**src/rtl/pipeline_ctrl.sv**
```systemverilog
// Hazard and sequencing controller for the 5-stage pipeline.
// Generates stage enables/flushes, EX forwarding selects, the data-memory
// request handshake (with timeout) and stall/flush performance counters.
module pipeline_ctrl #(
  parameter int unsigned MEM_TIMEOUT = 16,
  parameter int unsigned CNT_W       = 32
) (
  input  logic             clk,
  input  logic             rst_n,
  input  logic [4:0]       id_rs1,
  input  logic [4:0]       id_rs2,
  input  logic             id_use_rs1,
  input  logic             id_use_rs2,
  input  logic [4:0]       ex_rs1,
  input  logic [4:0]       ex_rs2,
  input  logic [4:0]       ex_rd,
  input  logic             ex_is_load,
  input  logic             ex_branch_taken,
  input  logic [4:0]       mem_rd,
  input  logic             mem_regwen,
  input  logic             mem_access,
  input  logic [4:0]       wb_rd,
  input  logic             wb_regwen,
  input  logic             dmem_ack,
  output logic             dmem_req,
  output logic             pc_en,
  output logic             if_id_en,
  output logic             id_ex_en,
  output logic             ex_mem_en,
  output logic             mem_wb_en,
  output logic             if_id_flush,
  output logic             id_ex_flush,
  output logic             mem_wb_flush,
  output logic [1:0]       fwd_a,
  output logic [1:0]       fwd_b,
  output logic             mem_err,
  output logic [CNT_W-1:0] stall_count,
  output logic [CNT_W-1:0] flush_count
);

  typedef enum logic [0:0] {StRun, StMemWait} state_e;

  localparam logic [7:0] TimeoutVal = 8'(MEM_TIMEOUT);

  state_e           state_q, state_d;
  logic [7:0]       wait_q, wait_d;
  logic [CNT_W-1:0] stall_q, stall_d;
  logic [CNT_W-1:0] flush_q, flush_d;

  logic timeout, freeze, branch_flush, load_use;

  // Hazard classification; a timed-out wait behaves like an acked cycle.
  always_comb begin
    timeout      = (state_q == StMemWait) && !dmem_ack && (wait_q == TimeoutVal);
    freeze       = (state_q == StRun) ? (mem_access && !dmem_ack) : (!dmem_ack && !timeout);
    branch_flush = !freeze && ex_branch_taken;
    // A taken branch squashes the wrong-path ID instruction, so no load-use stall.
    load_use     = !freeze && !ex_branch_taken && ex_is_load && (ex_rd != 5'd0) &&
                   ((id_use_rs1 && (id_rs1 == ex_rd)) || (id_use_rs2 && (id_rs2 == ex_rd)));
  end

  // Stage enables/flushes: freeze > branch flush > load-use stall.
  always_comb begin
    pc_en        = 1'b1;
    if_id_en     = 1'b1;
    id_ex_en     = 1'b1;
    ex_mem_en    = 1'b1;
    mem_wb_en    = 1'b1;
    if_id_flush  = 1'b0;
    id_ex_flush  = 1'b0;
    mem_wb_flush = 1'b0;
    dmem_req     = (state_q == StMemWait) || mem_access;
    mem_err      = timeout;
    if (freeze) begin
      pc_en        = 1'b0;
      if_id_en     = 1'b0;
      id_ex_en     = 1'b0;
      ex_mem_en    = 1'b0;
      mem_wb_flush = 1'b1;
    end else if (branch_flush) begin
      if_id_flush = 1'b1;
      id_ex_flush = 1'b1;
    end else if (load_use) begin
      pc_en       = 1'b0;
      if_id_en    = 1'b0;
      id_ex_flush = 1'b1;
    end
  end

  // Forwarding selects: MEM beats WB, x0 never forwarded.
  always_comb begin
    fwd_a = 2'b00;
    fwd_b = 2'b00;
    if (mem_regwen && (mem_rd != 5'd0) && (mem_rd == ex_rs1)) begin
      fwd_a = 2'b10;
    end else if (wb_regwen && (wb_rd != 5'd0) && (wb_rd == ex_rs1)) begin
      fwd_a = 2'b01;
    end
    if (mem_regwen && (mem_rd != 5'd0) && (mem_rd == ex_rs2)) begin
      fwd_b = 2'b10;
    end else if (wb_regwen && (wb_rd != 5'd0) && (wb_rd == ex_rs2)) begin
      fwd_b = 2'b01;
    end
  end

  // Next state, wait counter and performance counters.
  always_comb begin
    state_d = state_q;
    wait_d  = wait_q;
    stall_d = stall_q;
    flush_d = flush_q;
    unique case (state_q)
      StRun: begin
        if (mem_access && !dmem_ack) begin
          state_d = StMemWait;
          wait_d  = 8'd1;
        end
      end
      StMemWait: begin
        if (dmem_ack || timeout) begin
          state_d = StRun;
          wait_d  = 8'd0;
        end else begin
          wait_d = wait_q + 8'd1;
        end
      end
      default: state_d = StRun;
    endcase
    if (!pc_en) stall_d = stall_q + CNT_W'(1);
    if (branch_flush) flush_d = flush_q + CNT_W'(1);
  end

  // State register with synchronous active-low reset.
  always_ff @(posedge clk) begin
    if (!rst_n) begin
      state_q <= StRun;
      wait_q  <= 8'd0;
      stall_q <= '0;
      flush_q <= '0;
    end else begin
      state_q <= state_d;
      wait_q  <= wait_d;
      stall_q <= stall_d;
      flush_q <= flush_d;
    end
  end

  assign stall_count = stall_q;
  assign flush_count = flush_q;

endmodule

```
**config.mk**
```make
export PLATFORM = sky130hd
export DESIGN_NAME = pipeline_ctrl
export DESIGN_NICKNAME = d
export VERILOG_FILES = /design/src/rtl/pipeline_ctrl.sv
export SDC_FILE = /design/constraint.sdc
export NUM_CORES = 1
export LEC_CHECK = 0
export CAP_MARGIN = 20
export CORE_MARGIN = 10
export CORE_UTILIZATION = 51
export DETAILED_ROUTE_END_ITERATION = 8
export PLACE_DENSITY = 0.87
export SLEW_MARGIN = 5
export SYNTH_ARGS = -nofsm -noshare
export SYNTH_HDL_FRONTEND = slang
export SYNTH_SLANG_ARGS = --single-unit
export TNS_END_PERCENT = 10
```
**constraint.sdc**
```tcl
create_clock -name clk -period 8.9 [get_ports clk]
set_clock_uncertainty 0.15 [all_clocks]
set_input_delay 2.67 -clock clk [delete_from_list [all_inputs] [get_ports clk]]
set_output_delay 2.67 -clock clk [all_outputs]
set_load 0.01 [all_outputs]
```
Word level (Yosys, flattened, before mapping)
Index checks and enable logic that the tools add are counted.

word-level totals
  bits in registers = 73
  input port bits = 45
  output and inout bits = 78
  logic and storage cells = 64

operators by class
  $add $sub $neg = 3
  equality and inequality tests = 8
  muxes and demuxes = 21
  bitwise logic cells = 1
  reduce and logical (&&, ||, !) cells = 27

operator list
  operator               number
  $add 32x1->32 const B  2
  $eq 5x5->1             6
  $logic_and 1x1->1      17
  $mux 8                 2
  $pmux 8 s2             1
  $mux 1                 15
  $reduce_bool 5->1      3
  $add 8x1->8 const B    1
  $eq 8x5->1 const B     1
  $logic_not 1->1        4
  $mux 2                 2
  $logic_or 1x1->1       3
  $ne 2x1->1 const B     1
  $pmux 1 s2             1
  $not 1->1              1

Depth between registers and ports, before layout
  depth after elaboration = 14
  depth in mapped cells = 10
  mapped depth without buffers = 8

Worst setup path after synthesis
OpenSTA, ideal clock, no wires.

  path kind = input to output
  start point = input ex_rd[0]
  end point = output pc_en
  data arrival time = 4.125 ns
  required time = 6.080 ns
  path slack = 1.955 ns
  stages = 5
  path buffers = 1
  cells stage by stage = or4_1 o21ai_0 nor2_1 a21oi_2 buf_4

between the ends
  cells in the longest elaborated chain, start to end = 7
  elaborated cells on any way between the ends = 11
  classes of those cells = eq/ne (2); mux (3); reduce/logical (6)

ends and longest elaborated chain
  item                    line  RTL
  from (decl)             16    input logic [4:0] ex_rd,
  $eq 5x5->1              59    ((id_use_rs1 && (id_rs1 == ex_rd)) || (id_use_rs2 && (id_rs2 == ex_rd)));
  $logic_and 1x1->1       59
  $logic_or 1x1->1        59
  $logic_and 1x1->1 *     58    load_use = !freeze && !ex_branch_taken && ex_is_load && (ex_rd != 5'd0) &&
  $mux 1 * (3 in series)  n/a
  to (decl)               26    output logic pc_en,

Every way passes the cells marked *; elsewhere a longest branch is shown, timed or not.

Final worst setup path
  start point = input ex_rd[0]
  end point = output if_id_en

between the ends
  cells in the longest elaborated chain, start to end = 7
  elaborated cells on any way between the ends = 11
  classes of those cells = eq/ne (2); mux (3); reduce/logical (6)

ends and longest elaborated chain
  item                 line  RTL
  $eq 5x5->1           59
  $logic_and 1x1->1    59
  $logic_or 1x1->1     59
  $logic_and 1x1->1 *  58
  $mux 1 *             83    end else if (load_use) begin
  $mux 1 *             80    end else if (branch_flush) begin
  $mux 1 *             74    if (freeze) begin
  to (decl)            27    output logic if_id_en,

Marks and branches as above.

==> flow_summary.yaml <==
power_and_ir_drop:
  switchingPower_uw: 164
  pwr-share-comb_pct: 10.2
  p_int_uw: 556
  power_frac_seq_pct: 46.1
  clockPowerShare_pct: 43.7
  ir_worst_vdd_v: 0.0000876
  sw_frac_of_total_pct: 22.7
  p_leak_uw: 0.00183
  power_density_mw_per_mm2: 133
finish:
  drive_gt1_share_pct: 6.40
  fin_area_mm2: 0.00542
  final_cell_count_no_fill: 693
  n_fill_cell: 564
  final_common_cell: "clkdlybuf4s50_1"
  layout_common_cells: "clkdlybuf4s50_1 (121), dfxtp_1 (73), nor2_1 (49)"
  diodes: 0
  syn2layout_area_growth_pct: 38.9
  final_util_pct: 73.9
  nets: 638
sta:
  worstMarginPinSlew_ns: 0.504
  finalHoldViolations: 0
  slew-limit-headroom_pct: 66.4
  fin_crit_sh_pct: 90.4
  rsz0062_at_grt: "false"
  drv_slew: 0
  layout_setup_ws_ns: 0.852
  tns_ns: 0
  max_freq_ghz: 0.124
  setup_violations: 0
  fin_crit_ns: 8.05
floorplanning:
  die_area_mm2: 0.0115
  rows: 31
  start_util_pct: 53.2
  io_pins: 123
  fp.coreArea_mm2: 0.00733
  die_w_um: 107
  die_y_um: 107
cts:
  numCtsBuffers: 9
  cts_tree: "built"
  cts_setup_buffers: 0
  clk_pin_slew_ns: 0.07
  numClockSinks: 73
  postCtsHoldBufs: 0
  clock_path_buffers: 2
  cts_resized: 0
  root_buffer: "clkbuf_8"
  htreeDepth: 3
  insertion_delay_ns: 0.35
place:
  preCtsSetupSlack_ns: 0.860
  io_buffers: 121
  placed_cell_area_mm2: 0.00514
  place_inst: 675
  gp_congestion: 0.896
  dp_hpwl_um: 8320
routing:
  drc: 0
  via_count: 3862
  drt_wl_total_um: 11000
  ant_nets: 0
  drt_iter0_markers: 76
  routedWlPerCell_um: 15.8
  drt_first_pass_iters: 5
  routed_via_density: 5.57
worst_setup_path:
  worstPathArrival_ns: 5.23
  crit_required_ns: 6.08
  crit_fanout: 11
  start_kind: "primary input"
  worst_setup_path_end_kind: "output pin"
  path_class: "primary input to output pin"
global_routing:
  antenna_found_initial: 0
  track_usage_pct: 18.3
  grt_pass1_wl_um: 17800
  grt_pass1_vias: 3755
  grt_overflow: 0
  grt_max_degree: 69
flow_run:
  max_cap_violations: 0
status:
  status: "complete, no violations"
logic_synthesis:
  ys_ff_latch: 73
  synth.avg_cell_area_um2: 8.23
  syn_inst: 474
  synth_nets: 523
  yosysWarnings: 0
  synth_cell_types: 46
  syn_area_mm2: 0.00390
  synth-seq-area-share_pct: 37.5
min_path:
  hp-class: "flop to flop"
-- cells in the mapped netlist, drive strengths merged --
cell	instances	area share (%)
ha	4	1.3
nor2	49	4.7
nor4	8	1.7
nor2b	1	0.16
and4	6	1.4
xnor2	27	6.1
nor3	13	1.7
a21oi	37	4.8
inv	15	1.4
nand2	32	3.3
o31ai	11	2.5
o21bai	1	0.19
o21a	4	0.77
nand3b	1	0.19
clkbuf	11	1.1
and3	14	2.3
mux2i	3	0.77
or2	3	0.48
nand3	22	2.8
nand4	17	2.7
nand2b	3	0.48
o21ba	1	0.26
buf	10	1.8
and2	4	0.67
or4	13	2.5
or4b	3	0.87
a21o	1	0.19
o21ai	27	3.5
or3	20	3.2
a311oi	2	0.45
nor3b	3	0.58
xor2	32	7.2
conb	1	0.096
o22ai	1	0.16
or3b	1	0.22
dfxtp	73	37
-- critical path: stages --
cell	delay, ns
clkdlybuf4s50_1	0.48
or4_1	0.53
o21ai_0	0.35
nor2_1	0.10
a21oi_2	0.44
clkdlybuf4s50_1	0.66
-- worst paths after layout --
path	from	end	slack [ns]	cells past startpoint
worst max-delay path	ex_rd[0]	if_id_en	0.85	6
worst min-delay path	wait_q[7]	wait_q[7]	0.32	1
worst min register to register	wait_q[7]	wait_q[7]	0.32	1
worst max register to register	wait_q[0]	flush_count[23]	6.28	9
-- routing by layer --
metal,global-route usage (%),share of wire (%),vias up,routed length [um]
li1,-,-,1915,-
met1,20.6,41,1822,4540
met2,32.2,50,109,5450
met3,5.27,7.2,16,785
met4,6.49,1.9,0,206
met5,0,0,-,0
-- kinds of logic (layout without fill, tap and decap cells) --
| family | after synthesis | count (layout) | synth area share [%] |
|---|---|---|---|
| other cells | 1 | 1 | 0.0962 |
| mux | 3 | 3 | 0.770 |
| buf+inv | 36 | 156 | 4.33 |
| fa+ha+maj | 4 | 4 | 1.28 |
| compound gates | 85 | 85 | 12.8 |
| simple gates | 213 | 213 | 30.0 |
| flops | 73 | 73 | 37.5 |
| xor+xnor | 59 | 59 | 13.3 |
-- metrics by stage --
| stage | hold WS, ns | power (uW) |
|---|---|---|
| 5_1_grt | 0.370 | 746 |
| 2_1_floorplan | 0.289 | 371 |
| 3_3_place_gp | 0.306 | 409 |
| 4_1_cts | 0.325 | 722 |
| 6_report | 0.319 | 720 |
| 3_5_place_dp | 0.314 | 411 |
-- sequential cells by signal (all words and copies together), names as in the netlist --
signal,count
flush_count,32
wait_q,8
stall_count,32
state_q,1
-- final cells by class --
class                           instances  area [um^2]  area share, %
Multi-Input combinational cell        365         2270           42.0
Sequential cell                        73         1460           27.0
Timing Repair Buffer                  125         1260           23.2
Clock buffer                           10          128           2.36
Tap cell                               99          124           2.29
Clock inverter                          6          116           2.15
Inverter                               15         56.3           1.04
-- power by group through the flow --
stage                     Combinational, uW  Sequential (uW)  Clock [uW]
after floorplan                        31.8              339           0
after global placement                 69.8              339           0
after detailed placement               71.9              340           0
after CTS                              72.1              332         318
after global routing                   79.3              332         334
final                                  73.2              332         315
Note: power is estimated with default switching activity, not from simulation.
